$ cat src/rtl/vga_pkg.sv
// Shared video-output definitions: channel widths, the 2x2 Bayer offsets and
// the stage-1 pipeline record used by the dither stage.
package vga_pkg;

  localparam int COLOR_W  = 6;
  localparam int DAC_W    = 3;
  localparam int OFFSET_W = 3;

  // Indexed by {row_par, col_par}: 00->0, 01->4, 10->6, 11->2.
  localparam logic [3:0][OFFSET_W-1:0] BAYER_OFFSETS = {3'd2, 3'd6, 3'd4, 3'd0};

  typedef struct packed {
    logic [COLOR_W-1:0]  r;
    logic [COLOR_W-1:0]  g;
    logic [COLOR_W-1:0]  b;
    logic                blank;
    logic                hsync;
    logic                vsync;
    logic [OFFSET_W-1:0] offset;
  } stage1_t;

  function automatic logic [OFFSET_W-1:0] bayer_offset(input logic [1:0] idx);
    return BAYER_OFFSETS[idx];
  endfunction

endpackage

$ cat src/rtl/dither_channel.sv
// One colour channel: add the Bayer offset, saturate at full scale, keep the
// top DAC bits. Purely combinational.
module dither_channel
  import vga_pkg::*;
(
  input  logic [COLOR_W-1:0]  value,
  input  logic [OFFSET_W-1:0] offset,
  output logic [DAC_W-1:0]    result
);

  logic [COLOR_W:0]   sum;
  logic [COLOR_W-1:0] sat;

  assign sum    = {1'b0, value} + {{(COLOR_W + 1 - OFFSET_W){1'b0}}, offset};
  // The carry bit alone marks an overflow past 63, so clamp instead of wrapping.
  assign sat    = sum[COLOR_W] ? {COLOR_W{1'b1}} : sum[COLOR_W-1:0];
  assign result = sat[COLOR_W-1 -: DAC_W];

endmodule

$ cat src/rtl/vga_dither.sv
// Ordered-dither output stage: 6-bit RGB to 3-bit DAC pins with a 2x2 Bayer
// matrix, raster parity recovered from the forwarded sync signals.
module vga_dither
  import vga_pkg::*;
#(
  parameter bit SYNC_ACTIVE_LOW = 1'b1,
  parameter bit TEMPORAL        = 1'b1
) (
  input  logic               clk_vga,
  input  logic               rst,
  input  logic               pix_ce,
  input  logic [COLOR_W-1:0] r_in,
  input  logic [COLOR_W-1:0] g_in,
  input  logic [COLOR_W-1:0] b_in,
  input  logic               blank_in,
  input  logic               hsync_in,
  input  logic               vsync_in,
  input  logic               dither_en,
  output logic [DAC_W-1:0]   vga_r,
  output logic [DAC_W-1:0]   vga_g,
  output logic [DAC_W-1:0]   vga_b,
  output logic               vga_hsync,
  output logic               vga_vsync
);

  localparam logic SYNC_IDLE   = SYNC_ACTIVE_LOW;
  localparam logic SYNC_ACTIVE = ~SYNC_ACTIVE_LOW;

  logic                hs_prev;
  logic                vs_prev;
  logic                col_par;
  logic                row_par;
  logic                frame_par;
  logic                hs_lead;
  logic                vs_lead;
  logic [1:0]          bayer_idx;
  logic [OFFSET_W-1:0] offset_sel;
  stage1_t             s1;
  logic [DAC_W-1:0]    dith_r;
  logic [DAC_W-1:0]    dith_g;
  logic [DAC_W-1:0]    dith_b;

  assign hs_lead = (hsync_in == SYNC_ACTIVE) && (hs_prev != SYNC_ACTIVE);
  assign vs_lead = (vsync_in == SYNC_ACTIVE) && (vs_prev != SYNC_ACTIVE);

  // Offset comes from the parities as they stand before this sample updates them.
  assign bayer_idx  = {row_par, col_par ^ (TEMPORAL & frame_par)};
  assign offset_sel = dither_en ? bayer_offset(bayer_idx) : '0;

  // Raster tracking: edge detect and parity counters.
  // NOTE: reset is synchronous and checked before pix_ce so it wins mid-line;
  // all state uses non-blocking assignments so every register sees pre-edge values.
  always_ff @(posedge clk_vga) begin
    if (rst) begin
      hs_prev   <= SYNC_IDLE;
      vs_prev   <= SYNC_IDLE;
      col_par   <= 1'b0;
      row_par   <= 1'b0;
      frame_par <= 1'b0;
    end else if (pix_ce) begin
      hs_prev <= hsync_in;
      vs_prev <= vsync_in;

      if (hs_lead)        col_par <= 1'b0;
      else if (!blank_in) col_par <= ~col_par;

      // A frame start re-homes the row even if a line start lands on the same strobe.
      if (vs_lead)      row_par <= 1'b0;
      else if (hs_lead) row_par <= ~row_par;

      if (TEMPORAL && vs_lead) frame_par <= ~frame_par;
    end
  end

  // Two-stage pixel pipeline; sync rides alongside so it stays aligned with colour.
  always_ff @(posedge clk_vga) begin
    if (rst) begin
      s1        <= '{r: '0, g: '0, b: '0, blank: 1'b1,
                     hsync: SYNC_IDLE, vsync: SYNC_IDLE, offset: '0};
      vga_r     <= '0;
      vga_g     <= '0;
      vga_b     <= '0;
      vga_hsync <= SYNC_IDLE;
      vga_vsync <= SYNC_IDLE;
    end else if (pix_ce) begin
      s1 <= '{r: r_in, g: g_in, b: b_in, blank: blank_in,
              hsync: hsync_in, vsync: vsync_in, offset: offset_sel};

      vga_r     <= s1.blank ? '0 : dith_r;
      vga_g     <= s1.blank ? '0 : dith_g;
      vga_b     <= s1.blank ? '0 : dith_b;
      vga_hsync <= s1.hsync;
      vga_vsync <= s1.vsync;
    end
  end

  dither_channel u_dither_r (.value(s1.r), .offset(s1.offset), .result(dith_r));
  dither_channel u_dither_g (.value(s1.g), .offset(s1.offset), .result(dith_g));
  dither_channel u_dither_b (.value(s1.b), .offset(s1.offset), .result(dith_b));

endmodule

$ cat config.mk
export PLATFORM = sky130hd
export DESIGN_NAME = vga_dither
export DESIGN_NICKNAME = d
export VERILOG_FILES = /design/src/rtl/vga_pkg.sv /design/src/rtl/dither_channel.sv /design/src/rtl/vga_dither.sv
export SDC_FILE = /design/constraint.sdc
export NUM_CORES = 1
export LEC_CHECK = 0
export ABC_CLOCK_PERIOD_IN_PS = 1800
export BUFFER_PORTS_ARGS = -buffer_cell sky130_fd_sc_hd__clkbuf_2
export CORE_MARGIN = 3
export CORE_UTILIZATION = 51
export DETAILED_ROUTE_END_ITERATION = 7
export GPL_ROUTABILITY_DRIVEN = 0
export PLACE_DENSITY = 0.77
export SLEW_MARGIN = 20
export SYNTH_ARGS = -nofsm -noshare
export SYNTH_HDL_FRONTEND = slang
export SYNTH_SLANG_ARGS = --single-unit
$ cat constraint.sdc
create_clock -name clk_vga -period 1.8 [get_ports clk_vga]
set_input_delay 0.18 -clock clk_vga [delete_from_list [all_inputs] [get_ports clk_vga]]
set_output_delay 0.18 -clock clk_vga [all_outputs]
set_load 0.02 [all_outputs]
==> impl_metrics.py, run 1 <==
metrics = {
    "synthesis": {
        "synth_top_cell_by_area": "dfxtp_1",
        "yosys.area.top_type_share_pct": 47.2,
        "synth_cells": 156,
        "yosysMostFrequentCell": "dfxtp_1",
        "synth.avg_cell_area_sq_um": 9.24,
        "yosysSeqAreaShare_pct": 47.2,
        "synthFlopType": "dfxtp_1",
        "yosysWarningCount": 0,
        "synth-edff-count": 0,
        "synth.distinct_cells": 32,
        "synth_seq_cells": 34,
        "synth_area_leaders": "dfxtp_1 47%, mux2i_1 11%, nor2_1 5.5%",
        "synthTopCellsByCount": "34 x dfxtp_1, 21 x nor2_1, 18 x nand2_1",
        "synth_fp_nets": 184,
        "async_flop_share_pct": 0,
        "synth_area_sq_mm": 0.00144,
    },
    "pwr": {
        "peakVddDrop_mv": 0.641,
        "cellPowerDensity_mw_per_mm2": 829,
        "p_leak_nw": 0.781,
    },
    "clock_network": {
        "cts_tree": "yes",
        "postCtsSetupRepairBufs": 0,
        "cts_buffer_depth": 2,
        "clkTransAtPathRegs_ps": 100,
        "cts_hold_buf": 0,
        "numCtsBuffers": 5,
        "cts_resized": 0,
        "root_buffer": "clkbuf_4",
        "h-tree-depth": 2,
        "cts_sinks": 34,
        "clkLatencyLatePin_ps": 330,
    },
    "sta": {
        "period_minus_slack_ps": 1580,
        "hold_viol_final": 0,
        "setup_viol": 0,
        "worst_pin_slew_ps": 460,
        "max_freq_mhz": 634,
        "grt_setup_unrepaired": "no",
        "finalMaxSlewViolations": 0,
        "fin_skew_ps": 6.63,
        "maxSlewHeadroom_pct": 69.2,
        "setup_tns_ps": 0,
        "period_share_pct": 87.7,
    },
    "drt": {
        "drc": 0,
        "first_pass_iters": 4,
        "vias": 1196,
        "wl_per_cell_um": 12.6,
        "drt_iter0_drc": 27,
        "drtAntennaViolNets": 0,
        "wl_um": 2800,
        "via_per_inst": 5.39,
    },
    "floorplanning": {
        "start_util_pct": 55.7,
        "die_h_um": 59.2,
        "die_w_um": 59.2,
        "dieArea_sq_mm": 0.00350,
        "rows": 18,
        "io_pins": 36,
        "core-area_sq_mm": 0.00259,
    },
    "setup_path": {
        "critPathRequiredTime_ps": 2010,
        "arrival_ps": 1790,
        "crit_fanout": 5,
        "start_kind": "flip-flop",
        "cp-end-kind": "flip-flop",
        "worstSetupPathType": "flip-flop to flip-flop",
    },
    "global_route": {
        "grt_pass1_wl_um": 4910,
        "grt_max_degree": 21,
        "antenna_found_initial": 0,
        "gr-total-overflow": 0,
        "grt_use_total_pct": 18.6,
        "grt_pass1_vias": 1158,
    },
    "place": {
        "place_area_sq_mm": 0.00163,
        "io_buffer_count": 32,
        "dp_hpwl_um": 2110,
    },
    "outcome": {
        "status": "complete, no violations",
    },
    "finish": {
        "nets": 219,
        "drive_gt1_share_pct": 25.5,
        "diodes": 0,
        "final_cell_area_sq_mm": 0.00169,
        "area_delta_synth_final_pct": 17.3,
    },
    "job": {
        "cap_violations": 0,
    },
    "min_path": {
        "worstHoldPathType": "primary input to flip-flop",
    },
}
-- cell type report --
class	count	area [sq um]
clock buffers	7	55.1
repair buffers	36	190
multi-input cells	113	718
clock inverters	1	5.00
well taps	30	37.5
fillers	239	900
flip-flops and latches	34	681
inverters	1	3.75
-- layer usage --
metal | vias to the layer above | global-route usage [%] | part of all wire [%]
li1 | 613 | - | -
met1 | 548 | 22.0 | 45
met2 | 29 | 30.8 | 48
met3 | 6 | 6.54 | 5.5
met4 | 0 | 7.12 | 1.6
met5 | - | 0 | 0
-- placed cells by master (no fill, tap or decap), types with 3 or more instances in the layout --
master	instances
dfxtp_1	34
clkbuf_2	32
nor2_1	21
nand2_1	18
mux2i_1	16
a21oi_1	12
nand3_1	7
clkbuf_4	5
nor2b_1	4
a211o_1	4
buf_4	4
o21ai_0	3
ha_1	3
-- kinds of logic (layout without fill, tap and decap cells) --
family,Yosys count,count (layout),share of synthesized area [%]
AO/OA/AOI/OAI,30,30,14.5
buffers and inverters,9,45,2.95
multiplexers,16,16,11.1
XOR/XNOR,3,3,1.82
adder cells (fa/ha/maj),3,3,2.60
AND/OR/NAND/NOR,61,61,19.8
flip-flops,34,34,47.2
-- power breakdown --
group	internal [mW]	leakage [nW]	total [mW]	switching, mW
Combinational	0.0774	0.467	0.157	0.0792
Sequential	0.788	0.279	0.819	0.0307
Clock	0.189	0.0353	0.426	0.237
-- critical path, cell delays in order, from the launching register on --
cell	delay, ps
dfxtp_1	360
ha_1	320
a31oi_2	290
and2b_2	260
o211ai_2	150
a21oi_2	70
-- path summary, 6_finish.rpt --
path                               start   endpoint  slack, ps  cells after the start
worst max-delay path               s1[2]   vga_g[1]        220                      5
worst min-delay path            vsync_in      s1[3]         80                      2
worst max register to register     s1[2]   vga_g[1]        220                      5
worst min register to register     s1[3]  vga_vsync        460                      2
-- registers in the layout, indices dropped and copies added (netlist names) --
| name | count |
|---|---|
| col_par | 1 |
| frame_par | 1 |
| row_par | 1 |
| s1 | 20 |
| vga_b | 3 |
| vga_g | 3 |
| vga_hsync | 1 |
| vga_r | 3 |
| vga_vsync | 1 |
-- stage by stage --
step                      instances  hold WS, ps  util [%]  setup slack [ps]  total power, mW
after global routing            222         76.0      65.3               121             1.48
after CTS                       222         64.6      65.3               222             1.42
after floorplan                 156          302         -               371            0.939
after detailed placement        214          413      62.9               248            0.995
after global placement          214          402      62.9               305            0.986
final                           222         77.6      65.3               222             1.40
Power figures use the tool's default switching activity.
==> run 2: changes to the inputs <==
- CORE_UTILIZATION: 51 -> 54
- PLACE_DENSITY: 0.77 -> 0.79
- SYNTH_HIERARCHICAL: not set -> 1
==> impl_metrics.py, run 2 <==
metrics = {
    "setup_path": {
        "arrival_ps": 1700,
        "worstSetupPathType": "flip-flop to flip-flop",
        "start_kind": "flip-flop",
        "cp-end-kind": "flip-flop",
        "crit_fanout": 4,
        "critPathRequiredTime_ps": 2030,
        "r2r_cells": 6,
    },
    "pwr": {
        "peakVddDrop_mv": 0.480,
        "seqPwrFrac_pct": 58.8,
        "cellPowerDensity_mw_per_mm2": 745,
        "clkPwrFrac_pct": 27.7,
        "pwr-share-comb_pct": 13.4,
        "p_leak_nw": 0.923,
        "switching_power_mw": 0.407,
        "internal_power_mw": 1.11,
        "switching_share_pct": 26.8,
    },
    "clock_network": {
        "cts_hold_buf": 0,
        "clkLatencyLatePin_ps": 340,
        "root_buffer": "clkbuf_4",
        "postCtsSetupRepairBufs": 0,
        "numCtsBuffers": 5,
        "cts_tree": "yes",
        "h-tree-depth": 2,
        "cts_resized": 0,
        "cts_buffer_depth": 2,
        "cts_sinks": 37,
        "clkTransAtPathRegs_ps": 110,
    },
    "outcome": {
        "status": "complete, no violations",
    },
    "floorplanning": {
        "start_util_pct": 57.6,
        "dieArea_sq_mm": 0.00404,
        "core-area_sq_mm": 0.00310,
        "io_pins": 36,
        "die_h_um": 63.5,
        "die_w_um": 63.5,
        "rows": 20,
    },
    "drt": {
        "via_per_inst": 5.24,
        "first_pass_iters": 4,
        "drt_iter0_drc": 56,
        "vias": 1435,
        "wl_um": 3260,
        "drtAntennaViolNets": 0,
        "wl_per_cell_um": 11.9,
        "drc": 0,
    },
    "synthesis": {
        "synthAdderAreaFrac_pct": 4.20,
        "synthSimpleGateAreaFrac_pct": 19.0,
        "synth_area_leaders": "dfxtp_1 41%, mux2i_1 10%, nor2_1 6.7%",
        "synth_top_family_by_area": "simple AND/OR/NAND/NOR gates",
        "synthTopCellsByCount": "37 x dfxtp_1, 32 x nor2_1, 21 x a21oi_1",
        "synth_compound_area_share_pct": 17.4,
        "synth.distinct_cells": 32,
        "synth_area_sq_mm": 0.00179,
        "yosysWarningCount": 6,
        "yosys.area.top_type_share_pct": 41.4,
        "synth-xor-area-share_pct": 1.82,
        "synth_top_cell_by_area": "dfxtp_1",
        "synth-edff-count": 0,
        "synth.area.mux_share_pct": 10.1,
        "synth_cells": 188,
        "synth.avg_cell_area_sq_um": 9.51,
        "async_flop_share_pct": 0,
        "synth_seq_cells": 37,
        "yosysMostFrequentCell": "dfxtp_1",
        "synthFlopType": "dfxtp_1",
        "yosysSeqAreaShare_pct": 41.4,
    },
    "sta": {
        "grt_setup_unrepaired": "no",
        "max_freq_mhz": 678,
        "period_minus_slack_ps": 1480,
        "setup_viol": 0,
        "fin_skew_ps": 11.6,
        "finalMaxSlewViolations": 0,
        "period_share_pct": 82.0,
        "setup_tns_ps": 0,
        "hold_viol_final": 0,
    },
    "job": {
        "cap_violations": 0,
    },
    "place": {
        "dp_hpwl_um": 2320,
        "io_buffer_count": 35,
    },
    "min_path": {
        "worstHoldPathType": "primary input to flip-flop",
        "hold_path_depth": 2,
    },
    "finish": {
        "largest_reg_flops": 23,
        "utilization_pct": 65.6,
        "mostFrequentLayoutCell": "dfxtp_1",
        "area_delta_synth_final_pct": 13.9,
        "largest-register": "s1",
        "nets": 260,
        "diodes": 0,
        "layout_common_cells": "37 x dfxtp_1, 35 x clkbuf_2, 32 x nor2_1, 21 x a21oi_1, 18 x mux2i_1",
        "drive_gt1_share_pct": 21.7,
    },
    "global_route": {
        "antenna_found_initial": 0,
        "grt_use_total_pct": 18.0,
        "grt_pass1_wl_um": 5800,
        "grt_max_degree": 34,
        "grt_pass1_vias": 1321,
        "gr-total-overflow": 0,
    },
}
-- run 2: area by class of cell --
type                       instances  area [sq um]
fill                             288          1070
multi-input combinational        143           961
clock inverter                     2          10.0
clock buffer                       6          41.3
timing repair buffer              39           218
sequential                        37           741
tap                               44          55.1
inverter                           3          11.3
-- run 2: path summary, 6_finish.rpt --
check	start	end	slack, ps
hold / removal	hsync_in	s1[4]	60
hold reg to reg	s1[20]	s1[20]	510
setup reg to reg	s1[2]	vga_r[0]	320
setup / recovery	s1[2]	vga_r[0]	320
-- run 2: cell families (layout without fill, tap and decap cells) --
logic type	count (synthesis)	after routing
AND/OR/NAND/NOR	67	67
AO/OA/AOI/OAI	44	44
flip-flops	37	37
multiplexers	18	18
buffers and inverters	13	50
adder cells (fa/ha/maj)	6	6
XOR/XNOR	2	2
other	1	6
-- run 2: routing by layer --
| layer | global-route usage (%) | part of all wire [%] |
|---|---|---|
| met5 | 0 | 0 |
| met4 | 9.70 | 2.1 |
| met3 | 4.46 | 4.2 |
| met2 | 27.5 | 43 |
| met1 | 23.3 | 51 |
-- run 2: worst max-delay path: stages (launching register included) --
cell,delay (ps)
dfxtp_1,360
ha_1,360
a21oi_1,110
a221oi_1,280
a21oi_1,80
a21oi_1,130
nor2_1,50
-- run 2: power groups by stage --
stage	Sequential, mW	Combinational [mW]	Clock (mW)
after floorplan	0.908	0.153	0
final	0.892	0.204	0.421
after CTS	0.892	0.205	0.438
after global routing	0.898	0.230	0.475
after global placement	0.909	0.201	0
after detailed placement	0.911	0.204	0
-- run 2: stage by stage --
| stage | std cells | hold slack [ps] | total power, mW | cell area [sq um] | setup WS, ps |
|---|---|---|---|---|---|
| final | 274 | 60.1 | 1.52 | 2040 | 324 |
| after CTS | 274 | 49.4 | 1.54 | 2040 | 342 |
| after floorplan | 193 | 302 | 1.06 | 1810 | 469 |
| after detailed placement | 266 | 419 | 1.11 | 1990 | 375 |
| after global placement | 266 | 415 | 1.11 | 1990 | 401 |
| after global routing | 274 | 56.3 | 1.60 | 2040 | 147 |
==> run 3: changes to the inputs <==
- ABC_CLOCK_PERIOD_IN_PS: 1800 -> 1350
- CORE_UTILIZATION: 54 -> 49
- PLACE_DENSITY: 0.79 -> 0.75
- clock period: 1.8 -> 1.35 ns (I/O delays scaled with it)
==> impl_metrics.py, run 3 (same netlist as run 2, synthesis figures left out) <==
metrics = {
    "pwr": {
        "pwr-share-comb_pct": 16.4,
        "seqPwrFrac_pct": 57.2,
        "switching_power_mw": 0.573,
        "switching_share_pct": 27.2,
        "internal_power_mw": 1.53,
        "cellPowerDensity_mw_per_mm2": 910,
        "clkPwrFrac_pct": 26.4,
        "p_leak_nw": 0.963,
        "peakVddDrop_mv": 0.800,
    },
    "finish": {
        "largest-register": "s1",
        "diodes": 0,
        "multi_input_area_sq_mm": 0.00116,
        "area_delta_synth_final_pct": 29.2,
        "nFillCells": 294,
        "drive_gt1_share_pct": 35.2,
        "largest_reg_flops": 23,
        "nets": 266,
        "layout_common_cells": "35 x clkbuf_2, 32 x nor2_1, 32 x dfxtp_1, 18 x mux2i_1, 13 x a21oi_1",
        "mostFrequentLayoutCell": "clkbuf_2",
        "regArea_sq_um": 752,
    },
    "clock_network": {
        "cts_sinks": 37,
        "numCtsBuffers": 5,
        "cts_tree": "yes",
        "clkTransAtPathRegs_ps": 100,
        "postCtsSetupRepairBufs": 0,
        "h-tree-depth": 2,
        "cts_buffer_depth": 2,
        "clkLatencyLatePin_ps": 340,
        "root_buffer": "clkbuf_4",
    },
    "sta": {
        "period_share_pct": 103,
        "grt_setup_unrepaired": "yes",
        "fin_skew_ps": 1.19,
        "worst_slack_ps": -46.5,
        "max_freq_mhz": 716,
        "hold_viol_final": 0,
        "setup_viol": 5,
        "whs_ps": 22.8,
        "finalMaxSlewViolations": 0,
        "setup_tns_ps": -132,
        "period_minus_slack_ps": 1400,
    },
    "drt": {
        "vias": 1492,
        "drt_iter0_drc": 55,
        "drc": 0,
        "drtAntennaViolNets": 0,
        "wl_um": 4200,
        "first_pass_iters": 4,
        "via_per_inst": 5.29,
        "wl_per_cell_um": 14.9,
    },
    "outcome": {
        "status": "finished, violations left",
        "violations": "negative setup slack",
    },
    "setup_path": {
        "arrival_ps": 1640,
        "critPathLaunch": "s1[2]",
        "r2r_start": "s1[2]",
        "worstSetupPathType": "flip-flop to flip-flop",
        "critPathTopFamily": "compound AO/OA/AOI/OAI gates",
        "critPathMaxStageDelay_ps": 390,
        "crit_path_top_delay_cell": "dfxtp_4",
        "path_common_cell": "a21oi_2",
        "cp-end-kind": "flip-flop",
        "crit_buf_inv": 0,
        "crit_fanout": 4,
        "critPathRequiredTime_ps": 1590,
        "worstPathCellList": "ha_4, a21oi_4, a221oi_2, a21oi_2, a21oi_2, nor2_1",
        "start_kind": "flip-flop",
    },
    "global_route": {
        "grt_pass1_wl_um": 6260,
        "grt_use_total_pct": 18.8,
        "gr-total-overflow": 0,
        "antenna_found_initial": 0,
        "grt_pass1_vias": 1449,
        "grt_max_degree": 29,
    },
    "place": {
        "io_buffer_count": 35,
        "dp_hpwl_um": 2650,
    },
    "floorplanning": {
        "rows": 21,
        "die_w_um": 66.4,
        "dieArea_sq_mm": 0.00441,
        "die_h_um": 66.4,
        "core-area_sq_mm": 0.00342,
        "io_pins": 36,
        "start_util_pct": 52.3,
    },
    "job": {
        "cap_violations": 0,
    },
    "min_path": {
        "worstHoldStart": "hsync_in",
        "worstHoldPathType": "primary input to flip-flop",
    },
}
## run 3: cell types whose count changed in the layout (fill, tap and decap cells not counted), moves of 4 or more
cell     before  now
a21oi_1      21   13
a21oi_2       0    4
a21oi_4       0    4
dfxtp_1      37   32
ha_1          6    0
ha_4          0    6
## run 3: per-layer routing
metal  up-vias  track usage [%]  share of wire (%)
li1        753                -                  -
met1       695             22.1                 43
met2        35             31.4                 49
met3         9             6.12                4.9
met4         0             7.61                2.6
met5         -                0                  0
## run 3: power groups by stage
stage	registers (mW)	logic (mW)	clock network, mW
6_report	1.20	0.345	0.555
3_5_place_dp	1.22	0.296	0
2_1_floorplan	1.21	0.204	0
5_1_grt	1.21	0.381	0.618
3_3_place_gp	1.21	0.291	0
4_1_cts	1.19	0.304	0.571
## run 3: worst paths after layout
| check | to | slack [ps] | depth (start not counted) |
|---|---|---|---|
| max | vga_b[0] | -50 | 6 |
| min | s1[4] | 20 | 2 |
| max reg2reg | vga_b[0] | -50 | 6 |
| min reg2reg | vga_hsync | 520 | 1 |
## run 3: layout make-up
| class | count | area share (%) |
|---|---|---|
| clock buffers | 8 | 2.11 |
| inverters | 3 | 0.488 |
| multi-input cells | 143 | 50.1 |
| flip-flops and latches | 37 | 32.6 |
| well taps | 46 | 2.49 |
| repair buffers | 45 | 12.2 |
## run 3: what timing repair did
item	in CTS	in global routing
pin swaps	3	33
gates resized for setup	10	31
endpoints found under the hold margin	0	0
hold buffers	0	0
setup endpoints to repair	9	9
## run 3: per-stage QoR
| stage | power (mW) | instance area [sq um] | instances | util (%) | setup slack, ps |
|---|---|---|---|---|---|
| 2_1_floorplan | 1.41 | 1810 | 193 | - | 19.2 |
| 3_3_place_gp | 1.50 | 2050 | 274 | 59.9 | -11.1 |
| 3_5_place_dp | 1.51 | 2050 | 274 | 59.9 | -51.0 |
| 4_1_cts | 2.07 | 2120 | 282 | 62.2 | -22.3 |
| 5_1_grt | 2.21 | 2310 | 282 | 67.6 | -124 |
| 6_report | 2.10 | 2310 | 282 | 67.6 | -46.5 |
